File: src/rtl/register_file_bist_if.sv
// register_file_bist_if: register-file port bundle; master (BIST) drives rf_write_en/rf_waddr/rf_wdata/rf_read_en/rf_raddr_0/rf_raddr_1 and samples rf_rdata_0/rf_rdata_1, slave (register file) the reverse
interface register_file_bist_if #(
  parameter int DATA_WIDTH = 32,
  parameter int ADDR_WIDTH = 5
);
  logic                  rf_write_en;
  logic [ADDR_WIDTH-1:0] rf_waddr;
  logic [DATA_WIDTH-1:0] rf_wdata;
  logic [1:0]            rf_read_en;
  logic [ADDR_WIDTH-1:0] rf_raddr_0;
  logic [ADDR_WIDTH-1:0] rf_raddr_1;
  logic [DATA_WIDTH-1:0] rf_rdata_0;
  logic [DATA_WIDTH-1:0] rf_rdata_1;
  modport master (
    output rf_write_en, rf_waddr, rf_wdata, rf_read_en, rf_raddr_0, rf_raddr_1,
    input  rf_rdata_0, rf_rdata_1
  );
  modport slave (
    input  rf_write_en, rf_waddr, rf_wdata, rf_read_en, rf_raddr_0, rf_raddr_1,
    output rf_rdata_0, rf_rdata_1
  );
endinterface

File: src/rtl/register_file_bist.sv
// register_file_bist: walking-ones/zeros self-test of a 2R/1W register file; ports clk, reset (sync, active-high), start in; busy, done, pass, fail_addr, fail_port, fail_expected, fail_actual out; rf is the register-file master bus
module register_file_bist #(
  parameter int NUM_REGS   = 32,
  parameter int DATA_WIDTH = 32,
  parameter int ADDR_WIDTH = 5
) (
  input  logic                  clk,
  input  logic                  reset,
  input  logic                  start,
  output logic                  busy,
  output logic                  done,
  output logic                  pass,
  output logic [ADDR_WIDTH-1:0] fail_addr,
  output logic [1:0]            fail_port,
  output logic [DATA_WIDTH-1:0] fail_expected,
  output logic [DATA_WIDTH-1:0] fail_actual,
  register_file_bist_if.master  rf
);
  localparam int SW = $clog2(2 * DATA_WIDTH);
  typedef enum logic [2:0] {IDLE, WRITE, RD_P0, RD_P1, RD_BOTH, DONE} state_t;
  state_t                state;
  logic [DATA_WIDTH-1:0] pat, next_pat;
  logic [ADDR_WIDTH-1:0] addr, next_addr;
  logic [SW-1:0]         step, next_step;
  logic                  last_step, last_reg;
  logic [1:0]            miss;
  always_comb begin
    last_step = step == SW'(2 * DATA_WIDTH - 1);
    last_reg  = addr == ADDR_WIDTH'(NUM_REGS - 1);
    next_step = last_step ? '0 : step + SW'(1);
    next_addr = last_step ? addr + ADDR_WIDTH'(1) : addr;
    next_pat  = {pat[DATA_WIDTH-2:0], next_step < SW'(DATA_WIDTH)};
    miss[0]   = (state == RD_P0 || state == RD_BOTH) && rf.rf_rdata_0 != pat;
    miss[1]   = (state == RD_P1 || state == RD_BOTH) && rf.rf_rdata_1 != pat;
  end
  always_ff @(posedge clk) begin
    if (reset) begin
      state          <= IDLE;
      busy           <= 1'b0;
      done           <= 1'b0;
      pass           <= 1'b0;
      fail_addr      <= '0;
      fail_port      <= '0;
      fail_expected  <= '0;
      fail_actual    <= '0;
      pat            <= '0;
      addr           <= '0;
      step           <= '0;
      rf.rf_write_en <= 1'b0;
      rf.rf_waddr    <= '0;
      rf.rf_wdata    <= '0;
      rf.rf_read_en  <= 2'b00;
      rf.rf_raddr_0  <= '0;
      rf.rf_raddr_1  <= '0;
    end else begin
      rf.rf_write_en <= 1'b0;
      rf.rf_waddr    <= '0;
      rf.rf_wdata    <= '0;
      rf.rf_read_en  <= 2'b00;
      rf.rf_raddr_0  <= '0;
      rf.rf_raddr_1  <= '0;
      if (miss != 2'b00) begin
        state         <= DONE;
        busy          <= 1'b0;
        done          <= 1'b1;
        pass          <= 1'b0;
        fail_addr     <= addr;
        fail_port     <= miss;
        fail_expected <= pat;
        fail_actual   <= miss[0] ? rf.rf_rdata_0 : rf.rf_rdata_1;
      end else begin
        case (state)
          IDLE, DONE: if (start) begin
            state          <= WRITE;
            busy           <= 1'b1;
            done           <= 1'b0;
            pass           <= 1'b0;
            fail_addr      <= '0;
            fail_port      <= '0;
            fail_expected  <= '0;
            fail_actual    <= '0;
            addr           <= '0;
            step           <= '0;
            pat            <= DATA_WIDTH'(1);
            rf.rf_write_en <= 1'b1;
            rf.rf_wdata    <= DATA_WIDTH'(1);
          end
          WRITE: begin
            state         <= RD_P0;
            rf.rf_read_en <= 2'b01;
            rf.rf_raddr_0 <= addr;
          end
          RD_P0: begin
            state         <= RD_P1;
            rf.rf_read_en <= 2'b10;
            rf.rf_raddr_1 <= addr;
          end
          RD_P1: begin
            state         <= RD_BOTH;
            rf.rf_read_en <= 2'b11;
            rf.rf_raddr_0 <= addr;
            rf.rf_raddr_1 <= addr;
          end
          RD_BOTH: if (last_step && last_reg) begin
            state <= DONE;
            busy  <= 1'b0;
            done  <= 1'b1;
            pass  <= 1'b1;
          end else begin
            state          <= WRITE;
            step           <= next_step;
            addr           <= next_addr;
            pat            <= next_pat;
            rf.rf_write_en <= 1'b1;
            rf.rf_waddr    <= next_addr;
            rf.rf_wdata    <= next_pat;
          end
          default: state <= IDLE;
        endcase
      end
    end
  end
endmodule

File: src/flat_wrapper.sv
// flat-port wrapper written by rule: the top's interface ports become plain ports
module register_file_bist_flat 
#(
  parameter int NUM_REGS   = 32,
  parameter int DATA_WIDTH = 32,
  parameter int ADDR_WIDTH = 5
)
  (clk, reset, start, busy, done, pass, fail_addr, fail_port, fail_expected, fail_actual, rf_rf_write_en, rf_rf_waddr, rf_rf_wdata, rf_rf_read_en, rf_rf_raddr_0, rf_rf_raddr_1, rf_rf_rdata_0, rf_rf_rdata_1);
  register_file_bist_if #(.DATA_WIDTH(DATA_WIDTH), .ADDR_WIDTH(ADDR_WIDTH)) rf_i ();
  input  logic clk;
  input  logic reset;
  input  logic start;
  output logic busy;
  output logic done;
  output logic pass;
  output logic [ADDR_WIDTH-1:0] fail_addr;
  output logic [1:0] fail_port;
  output logic [DATA_WIDTH-1:0] fail_expected;
  output logic [DATA_WIDTH-1:0] fail_actual;
  output wire logic [$bits(rf_i.rf_write_en)-1:0] rf_rf_write_en;
  output wire logic [$bits(rf_i.rf_waddr)-1:0] rf_rf_waddr;
  output wire logic [$bits(rf_i.rf_wdata)-1:0] rf_rf_wdata;
  output wire logic [$bits(rf_i.rf_read_en)-1:0] rf_rf_read_en;
  output wire logic [$bits(rf_i.rf_raddr_0)-1:0] rf_rf_raddr_0;
  output wire logic [$bits(rf_i.rf_raddr_1)-1:0] rf_rf_raddr_1;
  input wire logic [$bits(rf_i.rf_rdata_0)-1:0] rf_rf_rdata_0;
  input wire logic [$bits(rf_i.rf_rdata_1)-1:0] rf_rf_rdata_1;
  assign rf_rf_write_en = rf_i.rf_write_en;
  assign rf_rf_waddr = rf_i.rf_waddr;
  assign rf_rf_wdata = rf_i.rf_wdata;
  assign rf_rf_read_en = rf_i.rf_read_en;
  assign rf_rf_raddr_0 = rf_i.rf_raddr_0;
  assign rf_rf_raddr_1 = rf_i.rf_raddr_1;
  assign rf_i.rf_rdata_0 = rf_rf_rdata_0;
  assign rf_i.rf_rdata_1 = rf_rf_rdata_1;
  register_file_bist #(.NUM_REGS(NUM_REGS), .DATA_WIDTH(DATA_WIDTH), .ADDR_WIDTH(ADDR_WIDTH)) u_core (.clk(clk), .reset(reset), .start(start), .busy(busy), .done(done), .pass(pass), .fail_addr(fail_addr), .fail_port(fail_port), .fail_expected(fail_expected), .fail_actual(fail_actual), .rf(rf_i));
endmodule
File: config.mk
export PLATFORM = sky130hd
export DESIGN_NAME = register_file_bist_flat
export DESIGN_NICKNAME = d
export VERILOG_FILES = /design/src/rtl/register_file_bist_if.sv /design/src/rtl/register_file_bist.sv /design/src/flat_wrapper.sv
export SDC_FILE = /design/constraint.sdc
export NUM_CORES = 1
export LEC_CHECK = 0
export CORE_MARGIN = 5
export CORE_UTILIZATION = 25
export CTS_CLUSTER_SIZE = 40
export DETAILED_ROUTE_END_ITERATION = 10
export GPL_TIMING_DRIVEN = 0
export SLEW_MARGIN = 30
export SYNTH_ARGS = -nofsm -noshare
export SYNTH_HDL_FRONTEND = slang
export SYNTH_SLANG_ARGS = --single-unit
File: constraint.sdc
create_clock -name clk -period 2.39 [get_ports clk]
set_input_delay 0.717 -clock clk [delete_from_list [all_inputs] [get_ports clk]]
set_output_delay 0.717 -clock clk [all_outputs]
set_load 0.03 [all_outputs]
==> summary.md, run 1 <==
• **share of flip-flops with an asynchronous set or reset** 0
• **proportion of synthesized area in mux cells** 0.00538
• **biggest fanout along the worst timing path** 8
• **DIE AREA** 34300 um2
• **Critical Path Start Type** input port
• **Reg2Reg Launch Point** u_core.pat[16]$_SDFFE_PP0P_
• **Clock power frac** 0.240
• **Vert. Die Dim** 185 um
• **starting density of the core** 0.252
• **share of synthesized area occupied by flip-flops and latches** 0.444
• **via count** 7735
• **1st-iter DRT viols** 670
• **count of TritonRoute iterations in the first routing pass** 5
• **Pins Over Slew Limit** 0
• **via/cell ratio** 5.35
• **dpl cells** 1389
• **unique cell type count in the Yosys netlist** 55
• **upper clock frequency limit** 409 MHz
• **pin count of the biggest net entering global routing** 17
• **Lkg Pwr** 0.00438 uW
• **violated checks** negative setup slack
• **NumNets Final** 1106
• **post-placement cell area** 10100 um2
• **switching part of the total** 0.412
• **Placeable Area** 30400 um2
• **Detailed Place HPWL** 24200 um
• **arrival time at the worst endpoint** 2.77 ns
• **post-synthesis cell count** 804
• **Worst Setup End Kind** flip-flop
• **Post-Synthesis Cell Area** 7670 um2
• **Area growth syn-to-layout** 51.0%
• **final worst clock skew** 0.0148 ns
• **area fraction in compound gates after synthesis** 0.228
• **hold crit path type** reg -> reg
• **number of storage elements in the synthesis netlist** 170
• **area fraction in and, or, nand and nor cells after synthesis** 0.183
• **number of global-route vias before repair** 7772
• **number of top-level design ports** 191
• **Reg power frac** 0.282
• **worst setup slack after layout** -0.0538 ns
• **buffer depth of the longest clock path** 2
• **launch instance of the worst min-delay path** u_core.fail_expected[21]$_SDFFE_PP0P_
• **number of synthesized flops with an enable pin** 0
• **worst r2r path cells** 8
• **fraction of final layout cells sized beyond drive strength 1** 0.251
• **maximum ir drop on the vdd rail** 839 uV
• **cell area after layout** 11600 um2
• **number of max-capacitance violations reported** 0
• **number of warnings reported in the yosys synthesis log** 0
• **clock transition time at the flip-flop clock pins of the worst setup and hold paths** 0.07 ns
• **RSZ-0062 raised after global routing** true
• **category of the most critical setup path** in -> reg
• **number of antenna violations at the first check in global routing** 5
• **final standard cell utilization of the core** 0.381
• **clock latency at the later pin of the worst-skew pair** 0.44 ns
• **Internal Pwr Total** 6740 uW
• **combinational share of power** 0.478
• **timing startpoint of the critical path** rf_rf_rdata_1[16]
• **filler cell count in the final layout** 3088
• **parity-gate share of the synthesized area counting xor and xnor cells** 0.0788
• **total power divided by cell area** 989 nW/um2
• **cts bufs inserted** 17
• **final setup fails** 7
• **main combinational cell family by area after synthesis** compound AO/OA/AOI/OAI gates
• **count of unresolved DRC violations after routing** 0
• **arithmetic-cell share of the synthesized area counting full adders, half adders and majority gates** 0.00489
• **DIE WIDTH** 185 um
• **first-pass GRT wire length** 47900 um
• **total of buffers placed on input and output ports** 189
• **required time reported for the critical path endpoint** 2.71 ns
• **switching component of the power** 4720 uW
• **total congestion overflow after global routing** 0
• **TritonCTS clock tree** yes
• **number of H-tree levels** 4
• **slowest CP cell** sky130_fd_sc_hd__nor4_4
• **clock tree root buffer cell** sky130_fd_sc_hd__clkbuf_16
• **mean post-synth cell area** 9.54 um2
• **post-layout instance count excluding filler cells** 1446
• **max_slew headroom** 0.438
• **Final period util** 1.02
• **final hold viol count** 0
• **post-layout minimum cycle time** 2.44 ns
• **sink count of the clock tree** 170
• **main flop type after synthesis** sky130_fd_sc_hd__dfxtp_1
• **DRT Wirelength** 33300 um
• **routed length per instance** 23.0 um
• **worst hold path depth** 2
• **Antenna Violating Nets Remaining** 0
• **GR Util All Layers** 0.186
• **number of nets produced by synthesis** 874
• **outcome** finished, violations left
• **final worst hold slack** 0.472 ns
• **Final Wtd Congestion** 0.928
• **cell-by-cell listing of the critical path** clkbuf_2, xnor2_2, nand4_1, nor4_4, a32oi_4, buf_12, clkbuf_16, o311a_1, a41o_1
• **Worst Max-Slew Pin Slew** 0.843 ns
• **row cnt** 64
• **CP peak stage delay** 0.39 ns
==> placed cells by master (no fill, tap or decap), types with 30 or more instances in the layout <==
cell type                         Yosys  layout
sky130_fd_sc_hd__and2_1              43      43
sky130_fd_sc_hd__nor2_1              52      50
sky130_fd_sc_hd__xnor2_1             67      36
sky130_fd_sc_hd__clkbuf_1            44      32
sky130_fd_sc_hd__o311a_1             30      30
sky130_fd_sc_hd__nand2_1             45      44
sky130_fd_sc_hd__clkdlybuf4s50_1      0     124
sky130_fd_sc_hd__xnor2_2              0      31
sky130_fd_sc_hd__a311oi_2            30      30
sky130_fd_sc_hd__nand4_1             56      56
sky130_fd_sc_hd__dfxtp_1            170     135
sky130_fd_sc_hd__a21oi_1             45      44
sky130_fd_sc_hd__a41o_1              33      33
sky130_fd_sc_hd__nand3_1             39      37
==> flip-flops by register name (all words and copies together) (netlist names), 2 cells and up <==
signal	cells
u_core.state	3
u_core.fail_addr	5
u_core.addr	5
u_core.rf.rf_waddr	5
u_core.fail_port	2
u_core.step	6
u_core.rf.rf_wdata	32
u_core.fail_actual	32
u_core.rf.rf_raddr_1	5
u_core.rf.rf_raddr_0	5
u_core.pat	32
u_core.fail_expected	32
u_core.rf.rf_read_en	2
==> area by class of cell <==
cell class                      count  area (um2)  share of cell area
Timing Repair Buffer              214        2020               0.175
Sequential cell                   170        3470               0.300
Buffer                             83         758              0.0654
Multi-Input combinational cell    546        4260               0.367
Clock inverter                     11         111             0.00961
Antenna cell                        1        2.50            0.000216
Tap cell                          396         495              0.0428
Clock buffer                       21         450              0.0389
Inverter                            4        15.0             0.00130
==> path summary, 6_finish.rpt <==
path / to / slack [ns]
max: u_core.pat[29]$_SDFFE_PP0P_ / -0.05
min: u_core.fail_expected[21]$_SDFFE_PP0P_ / 0.47
max reg2reg: u_core.pat[29]$_SDFFE_PP0P_ / -0.03
min reg2reg: u_core.fail_expected[21]$_SDFFE_PP0P_ / 0.47
==> metal layers <==
| layer | routed length, um | track usage | vias up |
|---|---|---|---|
| met5 | 39 | 0 | - |
| met4 | 928 | 0.0584 | 6 |
| met3 | 3390 | 0.0597 | 74 |
| met2 | 14800 | 0.289 | 407 |
| met1 | 14100 | 0.245 | 3780 |
| li1 | - | - | 3468 |
==> per-stage QoR <==
stage | TNS [ns] | power [uW] | setup slack [ns]
6_report | -0.0785 | 11500 | -0.0538
2_1_floorplan | -0.135 | 5980 | -0.00673
3_5_place_dp | -191.03 | 7530 | -1.38
5_1_grt | -1.09 | 11800 | -0.0617
4_1_cts | 0 | 11000 | 0.00142
3_3_place_gp | -195.18 | 7520 | -1.40
==> power groups by stage <==
stage	Clock [uW]	Sequential [uW]	Combinational, uW
6_report	2750	3230	5480
5_1_grt	2880	3250	5730
4_1_cts	2760	3230	5000
3_5_place_dp	0	3280	4250
3_3_place_gp	0	3280	4230
2_1_floorplan	0	3610	2370
==> cell families after synthesis <==
group	count (synthesis)
fa+ha+maj	3
compound gates	208
buf+inv	88
xor+xnor	69
simple gates	262
flops	170
mux	4
==> worst max-delay path: cells and delay by family <==
| family | cells | cell delay [ns] |
|---|---|---|
| buffers and inverters | 3 | 0.47 |
| AO/OA/AOI/OAI | 3 | 0.79 |
| XOR/XNOR | 1 | 0.18 |
| AND/OR/NAND/NOR | 2 | 0.61 |
==> cells in the mapped netlist, types with 2 or more instances <==
library cell	count	share of area
sky130_fd_sc_hd__dfxtp_1	170	0.44
sky130_fd_sc_hd__xnor2_1	67	0.076
sky130_fd_sc_hd__nand4_1	56	0.046
sky130_fd_sc_hd__nor2_1	52	0.025
sky130_fd_sc_hd__a21oi_1	45	0.029
sky130_fd_sc_hd__nand2_1	45	0.022
sky130_fd_sc_hd__clkbuf_1	44	0.022
sky130_fd_sc_hd__and2_1	43	0.035
sky130_fd_sc_hd__nand3_1	39	0.025
sky130_fd_sc_hd__o21ai_0	37	0.024
sky130_fd_sc_hd__a41o_1	33	0.043
sky130_fd_sc_hd__a311oi_2	30	0.059
sky130_fd_sc_hd__o311a_1	30	0.039
sky130_fd_sc_hd__buf_2	27	0.018
sky130_fd_sc_hd__buf_4	8	0.0078
sky130_fd_sc_hd__o31ai_1	6	0.0059
sky130_fd_sc_hd__buf_6	5	0.0073
sky130_fd_sc_hd__nand2b_1	4	0.0033
sky130_fd_sc_hd__nor4_1	4	0.0033
sky130_fd_sc_hd__o21ai_1	4	0.0026
sky130_fd_sc_hd__o41ai_1	4	0.0046
sky130_fd_sc_hd__ha_1	3	0.0049
sky130_fd_sc_hd__inv_1	3	0.0015
sky130_fd_sc_hd__mux2i_1	3	0.0039
sky130_fd_sc_hd__nand3b_1	3	0.0029
sky130_fd_sc_hd__a211oi_1	2	0.0020
sky130_fd_sc_hd__a22oi_1	2	0.0020
sky130_fd_sc_hd__a311oi_1	2	0.0023
sky130_fd_sc_hd__a31oi_1	2	0.0016
sky130_fd_sc_hd__nor3_1	2	0.0013
sky130_fd_sc_hd__o22ai_1	2	0.0016
sky130_fd_sc_hd__o311ai_0	2	0.0023
sky130_fd_sc_hd__or4_1	2	0.0020
sky130_fd_sc_hd__xor2_1	2	0.0023
==> what timing repair did <==
item / CTS / global route
setup endpoints to repair: 170 / 156
pin swaps: 38 / 73
setup buffers: 13 / 4
resized for setup: 220 / 156
cloned: 5 / 4
hold buffers: 0 / 0
(Power assumes the default switching activity.)
==> run 2: changes to the inputs <==
--- a/config.mk
+++ b/config.mk
@@ -7,2 +7,3 @@
 export LEC_CHECK = 0
+export ABC_AREA = 1
 export CORE_MARGIN = 5
==> constraint.sdc (replaced) <==
create_clock -name clk -period 2.39 [get_ports clk]
set_input_delay 0.478 -clock clk [delete_from_list [all_inputs] [get_ports clk]]
set_output_delay 0.478 -clock clk [all_outputs]
set_load 0.03 [all_outputs]
==> summary.md, run 2 <==
• **outcome** finished, final reports clean, was finished, violations left
• **DRT Wirelength** 30300 um, was 33300 um
• **post-synthesis cell count** 1113, was 804
• **Antenna Violating Nets Remaining** 0, unchanged
• **number of global-route vias before repair** 7863, was 7772
• **clock transition time at the flip-flop clock pins of the worst setup and hold paths** 0.07 ns, about the same
• **mean post-synth cell area** 6.99 um2, was 9.54 um2
• **Clock power frac** 0.198, was 0.240
• **unique cell type count in the Yosys netlist** 26, was 55
• **number of synthesized flops with an enable pin** 0, unchanged
• **cell with the most instances after synthesis** sky130_fd_sc_hd__nand2_1, was sky130_fd_sc_hd__dfxtp_1
• **RSZ-0062 raised after global routing** true, unchanged
• **routed length per instance** 17.5 um, was 23.0 um
• **number of H-tree levels** 4, unchanged
• **filler cell count in the final layout** 3218, was 3088
• **share of synthesized area occupied by flip-flops and latches** 0.438, was 0.444
• **total of buffers placed on input and output ports** 190, was 189
• **number of max-capacitance violations reported** 0, unchanged
• **share of flip-flops with an asynchronous set or reset** 0, unchanged
• **final hold viol count** 0, unchanged
• **via count** 8129, was 7735
• **Pins Over Slew Limit** 0, unchanged
• **number of antenna violations at the first check in global routing** 5, unchanged
• **1st-iter DRT viols** 496, was 670
• **Area growth syn-to-layout** 40.8%, was 51.0%
• **switching part of the total** 0.471, was 0.412
• **Power Total** 14800 uW, was 11500 uW
• **final worst clock skew** 0.0106 ns, was 0.0148 ns
• **required time reported for the critical path endpoint** 2.75 ns, was 2.71 ns
• **Lkg Pwr** 0.00443 uW, was 0.00438 uW
• **Final Wtd Congestion** 0.833, was 0.928
• **biggest fanout along the worst timing path** 10, was 8
• **NumNets Final** 1399, was 1106
• **switching component of the power** 6950 uW, was 4720 uW
• **via/cell ratio** 4.69, was 5.35
• **maximum ir drop on the vdd rail** 620 uV, was 839 uV
• **clock tree root buffer cell** sky130_fd_sc_hd__clkbuf_16, unchanged
• **number of warnings reported in the yosys synthesis log** 0, unchanged
• **portion of synthesized cell area occupied by the leading cell type** 0.438, was 0.444
• **Detailed Place HPWL** 22700 um, was 24200 um
• **final setup fails** 0, was 7
• **post-layout minimum cycle time** 2.34 ns, was 2.44 ns
• **clock latency at the later pin of the worst-skew pair** 0.43 ns, was 0.44 ns
• **pin count of the biggest net entering global routing** 17, unchanged
• **final standard cell utilization of the core** 0.357, was 0.381
• **Post-Synthesis Cell Area** 7780 um2, was 7670 um2
• **upper clock frequency limit** 427 MHz, was 409 MHz
• **category of the most critical setup path** in -> reg, unchanged
• **Internal Pwr Total** 7800 uW, was 6740 uW
• **buffer depth of the longest clock path** 2, unchanged
• **first-pass GRT wire length** 45400 um, was 47900 um
• **total congestion overflow after global routing** 0, unchanged
• **worst setup slack after layout** 0.0460 ns, was -0.0538 ns
• **starting density of the core** 0.254, was 0.252
• **GR Util All Layers** 0.167, was 0.186
• **fraction of final layout cells sized beyond drive strength 1** 0.0964, was 0.251
• **number of storage elements in the synthesis netlist** 170, unchanged
• **dpl cells** 1699, was 1389
• **Worst Max-Slew Pin Slew** 0.752 ns, was 0.843 ns
• **arrival time at the worst endpoint** 2.70 ns, was 2.77 ns
• **count of hold buffers inserted by post-cts repair** 0, unchanged
• **cts bufs inserted** 17, unchanged
• **commonest cells after routing, fill and taps aside** sky130_fd_sc_hd__nand2_1 (292), sky130_fd_sc_hd__clkdlybuf4s50_1 (187), sky130_fd_sc_hd__dfxtp_1 (170), was sky130_fd_sc_hd__dfxtp_1 (135), sky130_fd_sc_hd__clkdlybuf4s50_1 (124), sky130_fd_sc_hd__nand4_1 (56)
• **Final period util** 0.981, was 1.02
• **combinational share of power** 0.528, was 0.478
• **total power divided by cell area** 1350 nW/um2, was 989 nW/um2
• **Reg power frac** 0.274, was 0.282
• **leading cell type in the layout, fill and taps excluded** sky130_fd_sc_hd__nand2_1, was sky130_fd_sc_hd__dfxtp_1
• **cell taking the most area after synthesis** sky130_fd_sc_hd__dfxtp_1, unchanged
• **Vert. Die Dim** 186 um, was 185 um
• **Worst Setup End Kind** flip-flop, unchanged
• **count of unresolved DRC violations after routing** 0, unchanged
• **Critical Path Start Type** input port, unchanged
• **max_slew headroom** 0.499, was 0.438
• **Setup Slack @ Placement** -0.749 ns, was -1.38 ns
• **DIE WIDTH** 186 um, was 185 um
• **row cnt** 64, unchanged
• **cell types with the highest counts after synthesis** sky130_fd_sc_hd__nand2_1 (293), sky130_fd_sc_hd__dfxtp_1 (170), sky130_fd_sc_hd__nor2_1 (125), sky130_fd_sc_hd__nand4_1 (103), sky130_fd_sc_hd__a21oi_1 (97), was sky130_fd_sc_hd__dfxtp_1 (170), sky130_fd_sc_hd__xnor2_1 (67), sky130_fd_sc_hd__nand4_1 (56), sky130_fd_sc_hd__nor2_1 (52)
• **hold crit path type** reg -> reg, unchanged
• **post-layout instance count excluding filler cells** 1735, was 1446
• **number of top-level design ports** 191, unchanged
• **number of nets produced by synthesis** 1183, was 874
• **largest cells by area after synthesis** sky130_fd_sc_hd__dfxtp_1 (44%), sky130_fd_sc_hd__nand2_1 (14%), sky130_fd_sc_hd__nand4_1 (8.3%), was sky130_fd_sc_hd__dfxtp_1 (44%), sky130_fd_sc_hd__xnor2_1 (7.6%), sky130_fd_sc_hd__a311oi_2 (5.9%)
• **sink count of the clock tree** 170, unchanged
• **count of TritonRoute iterations in the first routing pass** 5, unchanged
• **Placeable Area** 30700 um2, was 30400 um2
• **setup TNS** 0 ns, was -0.0785 ns
• **DIE AREA** 34700 um2, was 34300 um2
• **main flop type after synthesis** sky130_fd_sc_hd__dfxtp_1, unchanged
• **TritonCTS clock tree** yes, unchanged
==> run 2: final cells by class <==
cell class                 instances  area [um2]  share of cell area
antenna                            1        2.50            0.000229
buffer                            71         362              0.0330
clock buffer                      19         443              0.0405
clock inverter                     9         150              0.0137
inverter                         124         465              0.0425
multi-input combinational        749        3670               0.335
sequential                       170        3400               0.311
tap                              396         495              0.0453
timing repair buffer             196        1950               0.179
==> run 2: power by group through the flow <==
stage	combinational, uW	sequential, uW	clock [uW]
4_1_cts	7630	4040	2950
5_1_grt	8550	4110	3050
6_report	7790	4040	2920
2_1_floorplan	4190	4720	0
3_3_place_gp	7490	4080	0
3_5_place_dp	7560	4090	0
==> run 2: per-layer routing <==
| layer | up-vias | share of wire | GRT usage |
|---|---|---|---|
| met5 | - | 0.0019 | 0 |
| met4 | 10 | 0.017 | 0.0455 |
| met3 | 47 | 0.081 | 0.0495 |
| met2 | 275 | 0.46 | 0.274 |
| met1 | 3777 | 0.44 | 0.214 |
| li1 | 4020 | - | - |
==> run 2: final timing paths <==
check	start	end	slack (ns)	cells after the start
hold / removal	u_core.addr[3]$_SDFFE_PP0P_	u_core.fail_addr[3]$_SDFFE_PP0P_	0.48	2
setup reg to reg	u_core.pat[2]$_SDFFE_PP0P_	u_core.rf.rf_wdata[29]$_SDFF_PP0_	0.14	13
setup / recovery	rf_rf_rdata_1[0]	u_core.rf.rf_wdata[29]$_SDFF_PP0_	0.05	13
hold reg to reg	u_core.addr[3]$_SDFFE_PP0P_	u_core.fail_addr[3]$_SDFFE_PP0P_	0.48	2
==> run 2: logic make-up after synthesis <==
family | count (synthesis) | synth area share
AND/OR/NAND/NOR | 603 | 0.349
AO/OA/AOI/OAI | 108 | 0.0706
buffers and inverters | 195 | 0.0991
XOR/XNOR | 34 | 0.0383
flip-flops | 170 | 0.438
adder cells (fa/ha/maj) | 3 | 0.00483
==> run 2: metrics by stage <==
stage / area, um2 / hold WS [ns]
2_1_floorplan: 7780 / 0.445
3_3_place_gp: 10200 / 0.466
3_5_place_dp: 10200 / 0.468
4_1_cts: 10800 / 0.478
5_1_grt: 10900 / 0.514
6_report: 10900 / 0.481
==> run 2: what timing repair did <==
action	CTS	global route
cloned	0	1
endpoints found under the setup margin	114	147
endpoints found under the hold margin	0	0
setup buffers	2	4
gates resized for setup	8	55
pin swaps	1	4
==> run 2: critical path: stages <==
cell                              delay [ns]
sky130_fd_sc_hd__clkdlybuf4s50_1        0.51
sky130_fd_sc_hd__xnor2_1                0.13
sky130_fd_sc_hd__nand2_1                0.08
sky130_fd_sc_hd__nor2_2                 0.14
sky130_fd_sc_hd__nand2_1                0.13
sky130_fd_sc_hd__nor2_4                 0.16
sky130_fd_sc_hd__nand2_2                0.10
sky130_fd_sc_hd__nand2_4                0.12
sky130_fd_sc_hd__nand2_4                0.13
sky130_fd_sc_hd__nor2_4                 0.18
sky130_fd_sc_hd__nand3_4                0.17
sky130_fd_sc_hd__buf_6                  0.20
sky130_fd_sc_hd__nor2_1                 0.15
==> run 3: changes to the inputs <==
--- a/config.mk
+++ b/config.mk
@@ -8,2 +8,3 @@
 export ABC_AREA = 1
+export CORE_ASPECT_RATIO = 1.75
 export CORE_MARGIN = 5
--- a/constraint.sdc
+++ b/constraint.sdc
@@ -3,2 +3,2 @@
 set_output_delay 0.478 -clock clk [all_outputs]
-set_load 0.03 [all_outputs]
+set_load 0.005 [all_outputs]
==> summary.md, run 3 (synthesis results as in run 2) <==
• **Worst Path Buf+Inv** 2, unchanged
• **count of unresolved DRC violations after routing** 0, unchanged
• **Pins Over Slew Limit** 0, unchanged
• **final worst clock skew** 0.0123 ns, was 0.0106 ns
• **Setup Slack @ Placement** -0.845 ns, was -0.749 ns
• **Vert. Die Dim** 243 um, was 186 um
• **setup slack, reg-to-reg** 0.13 ns, was 0.14 ns
• **clock transition time at the flip-flop clock pins of the worst setup and hold paths** 0.07 ns, about the same
• **category of the most critical setup path** in -> reg, unchanged
• **Lkg Pwr** 0.00444 uW, was 0.00443 uW
• **total of buffers placed on input and output ports** 190, unchanged
• **cts bufs inserted** 17, unchanged
• **TritonCTS clock tree** yes, unchanged
• **GR Util All Layers** 0.179, was 0.167
• **row cnt** 85, was 64
• **maximum ir drop on the vdd rail** 727 uV, was 620 uV
• **RSZ-0062 raised after global routing** true, unchanged
• **post-layout instance count excluding filler cells** 1736, was 1735
• **Detailed Place HPWL** 24400 um, was 22700 um
• **worst setup slack after layout** 0.0271 ns, was 0.0460 ns
• **sink count of the clock tree** 170, unchanged
• **Crit path top cell by count** sky130_fd_sc_hd__nor2_1
• **buffer depth of the longest clock path** 2, unchanged
• **DIE WIDTH** 143 um, was 186 um
• **starting density of the core** 0.253, was 0.254
• **number of H-tree levels** 4, unchanged
• **Worst Max-Slew Pin Slew** 0.676 ns, was 0.752 ns
• **worst r2r path cells** 13, unchanged
• **number of antenna violations at the first check in global routing** 3, was 5
• **first-pass GRT wire length** 47400 um, was 45400 um
• **worst hold path depth** 2, unchanged
• **number of max-capacitance violations reported** 0, unchanged
• **NumNets Final** 1399, unchanged
• **number of global-route vias before repair** 8401, was 7863
• **clock latency at the later pin of the worst-skew pair** 0.45 ns, was 0.43 ns
• **Area growth syn-to-layout** 40.9%, was 40.8%
• **hold crit path type** reg -> reg, unchanged
• **CP delay by family, top** simple AND/OR/NAND/NOR gates, unchanged
• **endpoint of the lowest-slack register-to-register path** u_core.rf.rf_waddr[1]$_SDFF_PP0_, was u_core.rf.rf_wdata[29]$_SDFF_PP0_
• **number of top-level design ports** 191, unchanged
• **final hold viol count** 0, unchanged
• **clock tree root buffer cell** sky130_fd_sc_hd__clkbuf_16, unchanged
• **routed length per instance** 18.1 um, was 17.5 um
• **Placeable Area** 30700 um2, about the same
• **pin count of the biggest net entering global routing** 18, was 17
• **count of hold buffers inserted by post-cts repair** 0, unchanged
• **cell-by-cell listing of the critical path** clkdlybuf4s50_1, xnor2_1, nand2_1, nor2_1, nand2_1, nor2_1, nand2_2, nand2_4, nand2_4, nor2_4, nand3_4, buf_4, nor2_1, was clkdlybuf4s50_1, xnor2_1, nand2_1, nor2_2, nand2_1, nor2_4, nand2_2, nand2_4, nand2_4, nor2_4, nand3_4, buf_6, nor2_1
• **Antenna Violating Nets Remaining** 0, unchanged
• **max_slew headroom** 0.549, was 0.499
• **total congestion overflow after global routing** 0, unchanged
• **end point of the worst hold path** u_core.fail_addr[3]$_SDFFE_PP0P_, unchanged
• **commonest cells after routing, fill and taps aside** sky130_fd_sc_hd__nand2_1 (291), sky130_fd_sc_hd__clkdlybuf4s50_1 (190), sky130_fd_sc_hd__dfxtp_1 (170), was sky130_fd_sc_hd__nand2_1 (292), sky130_fd_sc_hd__clkdlybuf4s50_1 (187), sky130_fd_sc_hd__dfxtp_1 (170)
• **Worst Setup End Kind** flip-flop, unchanged
• **Final period util** 0.989, was 0.981
• **count of TritonRoute iterations in the first routing pass** 5, unchanged
• **CP peak stage delay** 0.58 ns, was 0.51 ns
• **DIE AREA** 34900 um2, was 34700 um2
• **fraction of final layout cells sized beyond drive strength 1** 0.108, was 0.0964
• **required time reported for the critical path endpoint** 2.76 ns, was 2.75 ns
• **launch instance of the worst min-delay path** u_core.addr[3]$_SDFFE_PP0P_, unchanged
• **via/cell ratio** 4.73, was 4.69
• **final setup fails** 0, unchanged
• **slowest CP cell** sky130_fd_sc_hd__clkdlybuf4s50_1, unchanged
• **biggest fanout along the worst timing path** 10, unchanged
• **upper clock frequency limit** 423 MHz, was 427 MHz
• **1st-iter DRT viols** 414, was 496
• **Critical Path Start Type** input port, unchanged
• **dpl cells** 1694, was 1699
• **Final Wtd Congestion** 0.877, was 0.833
• **Reg2Reg Launch Point** u_core.pat[6]$_SDFFE_PP0P_, was u_core.pat[2]$_SDFFE_PP0P_
• **post-layout minimum cycle time** 2.36 ns, was 2.34 ns
• **outcome** finished, final reports clean, unchanged
• **total power divided by cell area** 1280 nW/um2, was 1350 nW/um2
• **arrival time at the worst endpoint** 2.74 ns, was 2.70 ns
• **DRT Wirelength** 31300 um, was 30300 um
• **leading cell type in the layout, fill and taps excluded** sky130_fd_sc_hd__nand2_1, unchanged
• **filler cell count in the final layout** 3254, was 3218
• **via count** 8204, was 8129
[run 3: cell count changes in the layout (fill, tap and decap cells not counted), moves of 2 or more]
| cell | delta |
|---|---|
| sky130_fd_sc_hd__clkbuf_2 | +6 |
| sky130_fd_sc_hd__dlymetal6s2s_1 | -2 |
| sky130_fd_sc_hd__clkinvlp_4 | -2 |
| sky130_fd_sc_hd__clkinv_4 | +3 |
| sky130_fd_sc_hd__diode_2 | +2 |
| sky130_fd_sc_hd__buf_4 | +5 |
| sky130_fd_sc_hd__clkdlybuf4s50_1 | +3 |
| sky130_fd_sc_hd__clkbuf_1 | -8 |
| sky130_fd_sc_hd__inv_6 | +6 |
| sky130_fd_sc_hd__bufinv_16 | -3 |
| sky130_fd_sc_hd__clkinv_2 | -2 |
| sky130_fd_sc_hd__buf_6 | -4 |
| sky130_fd_sc_hd__inv_8 | +2 |
[run 3: how the worst max path moves through the flow]
| stage | startpoint | endpoint | slack, ns | depth (start not counted) |
|---|---|---|---|---|
| floorplan | u_core.step[0]$_SDFFE_PP0P_ | u_core.pat[10]$_SDFFE_PP0P_ | 0.55 | 12 |
| CTS | rf_rf_rdata_0[31] | u_core.rf.rf_wdata[22]$_SDFF_PP0_ | -0.03 | 13 |
| finish | rf_rf_rdata_1[0] | u_core.rf.rf_waddr[1]$_SDFF_PP0_ | 0.03 | 13 |
| global route | rf_rf_rdata_1[25] | u_core.rf.rf_waddr[1]$_SDFF_PP0_ | -0.07 | 14 |
| global placement | rf_rf_rdata_0[31] | u_core.rf.rf_wdata[31]$_SDFF_PP0_ | -0.84 | 13 |
| detailed placement | rf_rf_rdata_0[31] | u_core.rf.rf_wdata[31]$_SDFF_PP0_ | -0.85 | 13 |
[run 3: what timing repair did]
item                       in CTS  in global routing
pin swaps                       2                  4
resized for setup              15                 61
setup buffers                   3                  4
setup endpoints to repair     152                150
gates cloned                    0                  1
[run 3: stage by stage]
stage | hold WS, ns | power, uW | instance area, um2 | utilization | TNS [ns]
floorplan | 0.445 | 8170 | 7780 | - | 0
global placement | 0.464 | 10900 | 10200 | 0.331 | -90.56
detailed placement | 0.473 | 11000 | 10200 | 0.331 | -93.85
global route | 0.506 | 15000 | 11000 | 0.356 | -1.20
finish | 0.488 | 14000 | 11000 | 0.356 | 0
CTS | 0.486 | 13900 | 10800 | 0.352 | -0.112
[run 3: power by group]
part           internal (uW)  switching (uW)
Combinational           2610            4530
Clock                   1510            1300
Sequential              3480             556
Total                   7600            6390
[run 3: worst reg2reg max path, stage by stage, from the launching register on]
cell                      delay, ns
sky130_fd_sc_hd__dfxtp_1       0.46
sky130_fd_sc_hd__inv_2         0.09
sky130_fd_sc_hd__nand2_1       0.07
sky130_fd_sc_hd__nand4_1       0.09
sky130_fd_sc_hd__nor2_1        0.11
sky130_fd_sc_hd__nand2_1       0.12
sky130_fd_sc_hd__nor2_1        0.17
sky130_fd_sc_hd__nand2_2       0.11
sky130_fd_sc_hd__nand2_4       0.13
sky130_fd_sc_hd__nand2_4       0.13
sky130_fd_sc_hd__nor2_4        0.16
sky130_fd_sc_hd__nand3_4       0.17
sky130_fd_sc_hd__buf_4         0.22
sky130_fd_sc_hd__nor2_1        0.15
[run 3: area by class of cell]
cell class	instances	area [um2]	area share
Clock buffer	18	439	0.0401
Inverter	124	465	0.0425
Sequential cell	170	3400	0.311
Buffer	70	364	0.0332
Multi-Input combinational cell	749	3680	0.336
Antenna cell	3	7.51	0.000685
Tap cell	391	489	0.0447
Clock inverter	14	153	0.0139
Timing Repair Buffer	197	1950	0.178
[run 3: per-layer routing]
layer	vias to the layer above	global-route usage	part of all wire
met5	-	0	0
met4	0	0.111	0.059
met3	78	0.0416	0.055
met2	256	0.328	0.53
met1	3840	0.178	0.35
li1	4030	-	-
